[src/rtl/mips_pkg.sv]
// Shared constants for the MIPS datapath: ALU operation codes and the data width.
package mips_pkg;

    localparam int unsigned XLEN = 32;

    localparam logic [2:0] ALU_AND  = 3'b000;
    localparam logic [2:0] ALU_OR   = 3'b001;
    localparam logic [2:0] ALU_ADD  = 3'b010;
    localparam logic [2:0] ALU_RSV  = 3'b011;
    localparam logic [2:0] ALU_ANDN = 3'b100;
    localparam logic [2:0] ALU_ORN  = 3'b101;
    localparam logic [2:0] ALU_SUB  = 3'b110;
    localparam logic [2:0] ALU_SLT  = 3'b111;

endpackage

[src/rtl/alu.sv]
// Combinational ALU selected by the 3-bit alucontrol code from the ALU decoder.
module alu
    import mips_pkg::*;
#(
    parameter int unsigned XLEN = mips_pkg::XLEN
) (
    input  logic [XLEN-1:0] a,
    input  logic [XLEN-1:0] b,
    input  logic [2:0]      alucontrol,
    output logic [XLEN-1:0] result,
    output logic            zero
);

    logic lt;

    // Signed compare rather than the sign of a - b, so overflow cannot flip it.
    assign lt = $signed(a) < $signed(b);

    always_comb begin
        result = '0;
        case (alucontrol)
            ALU_AND:  result = a & b;
            ALU_OR:   result = a | b;
            ALU_ADD:  result = a + b;
            ALU_SUB:  result = a - b;
            ALU_SLT:  result = {{(XLEN-1){1'b0}}, lt};
            ALU_ANDN: result = a & ~b;
            ALU_ORN:  result = a | ~b;
            default:  result = '0;
        endcase
    end

    assign zero = (result == '0);

endmodule

[src/rtl/flopr.sv]
// Resettable D register; holds the program counter in the datapath.
module flopr #(
    parameter int unsigned WIDTH = 32
) (
    input  logic             clk,
    input  logic             reset,
    input  logic [WIDTH-1:0] d,
    output logic [WIDTH-1:0] q
);

    // Active-low asynchronous clear.
    always_ff @(posedge clk or negedge reset) begin
        if (!reset) begin
            q <= '0;
        end else begin
            q <= d;
        end
    end

endmodule

[src/rtl/alu_flopr.sv]
// Wrapper bundling the datapath ALU and the PC register.
module alu_flopr
    import mips_pkg::*;
#(
    parameter int unsigned WIDTH = 32,
    parameter int unsigned XLEN  = mips_pkg::XLEN
) (
    input  logic             clk,
    input  logic             reset,
    input  logic [WIDTH-1:0] d,
    output logic [WIDTH-1:0] q,
    input  logic [XLEN-1:0]  a,
    input  logic [XLEN-1:0]  b,
    input  logic [2:0]       alucontrol,
    output logic [XLEN-1:0]  result,
    output logic             zero
);

    flopr #(
        .WIDTH(WIDTH)
    ) u_flopr (
        .clk  (clk),
        .reset(reset),
        .d    (d),
        .q    (q)
    );

    alu #(
        .XLEN(XLEN)
    ) u_alu (
        .a         (a),
        .b         (b),
        .alucontrol(alucontrol),
        .result    (result),
        .zero      (zero)
    );

endmodule

[config.mk]
export PLATFORM = sky130hd
export DESIGN_NAME = alu_flopr
export DESIGN_NICKNAME = d
export VERILOG_FILES = /design/src/rtl/mips_pkg.sv /design/src/rtl/alu.sv /design/src/rtl/flopr.sv /design/src/rtl/alu_flopr.sv
export SDC_FILE = /design/constraint.sdc
export NUM_CORES = 1
export LEC_CHECK = 0
export ABC_AREA = 1
export CAP_MARGIN = 15
export CORE_MARGIN = 1
export CORE_UTILIZATION = 45
export DETAILED_ROUTE_END_ITERATION = 10
export GPL_ROUTABILITY_DRIVEN = 0
export PLACE_DENSITY = 0.72
export RECOVER_POWER = 50
export SYNTH_ARGS = -nofsm -noshare
export SYNTH_HDL_FRONTEND = slang
export SYNTH_SLANG_ARGS = --single-unit
[constraint.sdc]
create_clock -name clk -period 3.3 [get_ports clk]
set_input_delay 0.33 -clock clk [delete_from_list [all_inputs] [get_ports clk]]
set_output_delay 0.33 -clock clk [all_outputs]
set_load 0.01 [all_outputs]
==> key figures <==
Layout
  – NumNets Final: about 2000
  – N_diodes: 0
  – Area of the multi-input gates: 6430 sq um
  – Final core area utilization: roughly 79%
  – Largest regs: u_flopr.q x32
  – Fillers: 1191
  – Area delta synth->final: 70.2%
  – FF+latch area: 801 sq um
  – Max reg flops: 32
  – Share of post-route cells with drive strength above 1: 30.9%
  – Register with the most flip-flops: u_flopr.q

Synthesis
  – Netlist Area Pre-Place: 7510 sq um
  – Commonest cells post-synth: nand2_1, inv_1, nand3_1, nor2_1, ha_1
  – Ys async rst share: 100%
  – YS warnings: 0
  – Top cells by area, synth: nand2_1, inv_1, dfrtp_1
  – Netlist cell types: 39
  – Sequential fraction of the synthesis area: 10.7%
  – Syn Inst Count: 1451
  – Post-Syn Nets: roughly 1600
  – EDFF count, synth: 0
  – Synth Flop Type: dfrtp_1
  – Top-count cell post-synth: nand2_1
  – Top cell type by total area after synthesis: nand2_1
  – Top cell type's share of synthesized area: 27.5%
  – Synthesized area per cell: 5.18 sq um
  – Flops & latches, synth: 32

Floorplan
  – Core box area: 16100 sq um
  – Ports: 166
  – Die area: 17200 sq um
  – Die Height: 131 microns
  – DIE WIDTH: between 100 and 150 microns
  – Initial Utilization: between 40 and 50%
  – Site Rows: 46

Power
  – Worst-case vdd ir drop: 312 uV
  – LEAKAGE: 7.24 nW
  – P per Cell Area: 237 nW/um^2

Critical path
  – Max stage delay cell, worst path: clkdlybuf4s50_1
  – Worst-path maximum fanout: 5
  – WP data required: 2.97 ns
  – CP Cell Sequence: clkdlybuf4s50_1, inv_1, ha_4, buf_4, nand2_2, buf_4, inv_1, a21oi_2, o21bai_1, nor2_2, nand3_1, nand3_1, nand3_1, nor2_4, nand3_2, nor2_2, buf_2
  – Slowest stage delay, CP: 0.48 ns
  – Crit path DAT: around 3.0 ns
  – CP Capture Type: output port
  – Crit path launch type: primary input
  – Worst setup path class: in2out
  – Most used cell, CP: nand3_1

Clock tree
  – Total clock sinks: 32
  – Cts hold-fix bufs: 0
  – CTS H-tree depth: 2
  – Clock slew at reported path FFs: about 0.04 ns
  – Clk buf depth: 2
  – CTS tree: yes
  – CTS Root Cell: clkbuf_16
  – CTS buffer count: 5

Detailed routing
  – Antenna viol nets, final: 0
  – WL/cell: ~16 microns
  – Final WL: 34500 microns
  – Number of remaining DRC errors: 0
  – DRT Pass-1 Iters: 6
  – Via/cell ratio: 5.41
  – 1st-iter DRT viols: 1295
  – Via count: 11400

Timing
  – Final hold viol count: 0
  – Slew @ Worst Pin: between 1.5 and 2 ns
  – Fin crit period: 3.29 ns
  – Slew Viols, Final: 33
  – Timing-limited maximum frequency: approximately 300 MHz
  – Setup TNS: 0 ns
  – RSZ-0062 raised after global routing: yes
  – Fin crit share: 99.7%
  – Relative slew slack: -1.67%
  – Final setup fails: 0

Outcome
  – Outcome: finished, violations left
  – Failing checks: max-capacitance violations, max-slew violations

Placement
  – IO Port Bufs: 165
  – HPWL after DPL: 27300 microns

Global routing
  – Antenna violations before repair: 0
  – Largest net degree at the start of global routing: 33
  – First-pass GRT wire length: 51400 microns
  – GRT overflow: 0
  – Vias in the first global route: 10500
  – Total GRT Usage: 37.7%

Flow run
  – Maxcap violations: 1

Worst hold path
  – Worst Hold Class: in2reg
## final timing paths
path | to | cells past startpoint | from | slack (ns)
min in group asynchronous | u_flopr.q[0] | 2 | reset | 0.98
max in group asynchronous | u_flopr.q[8] | 2 | reset | 1.43
worst max-delay path | zero | 17 | b[23] | 0.009
worst min-delay path | u_flopr.q[6] | 1 | d[6] | 0.61
## where the power goes
group / internal [mW] / switching (mW) / total, mW
clock: 0.263 / 0.128 / 0.391
combinational: 1.02 / 1.20 / 2.22
sequential: 0.414 / 0.00545 / 0.419
## area by class of cell
type	count	area share [%]
Clock buffer	5	0.979
Inverter	289	8.48
Multi-Input combinational cell	1086	50.3
Sequential cell	32	6.26
Tap cell	216	2.11
Timing Repair Buffer	474	31.9
## cell usage in the layout, fill, tap and decap left out, types with 22 or more instances in the layout
cell	synthesis	layout
nor2_4	4	23
a21oi_2	3	24
nand3_1	145	127
inv_1	282	254
nor2_2	12	58
nor2_1	138	73
dlygate4sd3_1	0	33
buf_4	12	301
clkdlybuf4s50_1	0	77
nand4_1	22	22
nand2_2	10	57
ha_4	0	29
nand2_1	551	493
inv_2	6	34
dfrtp_1	32	32
dlymetal6s2s_1	0	36
a32oi_1	23	23
a21oi_1	49	27
ha_1	63	31
## routing by layer
layer	routed length, microns	vias to the layer above	global-route usage, %
met5	0	-	0
met2	15300	758	61.4
met1	13400	5146	48.9
met3	4210	141	6.17
li1	-	5331	-
met4	1530	0	15.8
## worst max-delay path, delay by kind of cell
| kind | cells | cell delay, ns |
|---|---|---|
| buffers and inverters | 6 | 1.05 |
| AND/OR/NAND/NOR | 8 | 1.04 |
| AO/OA/AOI/OAI | 2 | 0.28 |
| adder cells (fa/ha/maj) | 1 | 0.24 |
## through the flow
step	setup WS, ns	hold slack, ns	cell area (sq um)	total power, mW	instances
3_5_place_dp	-0.803	0.744	11400	2.31	2081
4_1_cts	-0.0870	0.466	12000	2.80	2092
2_1_floorplan	0.756	0.0344	7510	1.32	1451
5_1_grt	-0.0672	0.608	12800	3.22	2102
3_3_place_gp	-0.842	0.734	11400	2.28	2081
6_report	0.00868	0.615	12800	3.03	2102
## kinds of logic after synthesis
group                    synth area share, %
AO/OA/AOI/OAI                           9.38
XOR/XNOR                                1.17
adder cells (fa/ha/maj)                 11.0
buffers and inverters                   18.0
flip-flops                              10.7
AND/OR/NAND/NOR                         49.8
## repair_timing
action | in CTS | in global routing
setup endpoints to repair | 26 | 25
setup buffers | 6 | 10
resized for setup | 130 | 223
pin swaps | 15 | 66
No activity file was read; power rests on OpenSTA's default activity.
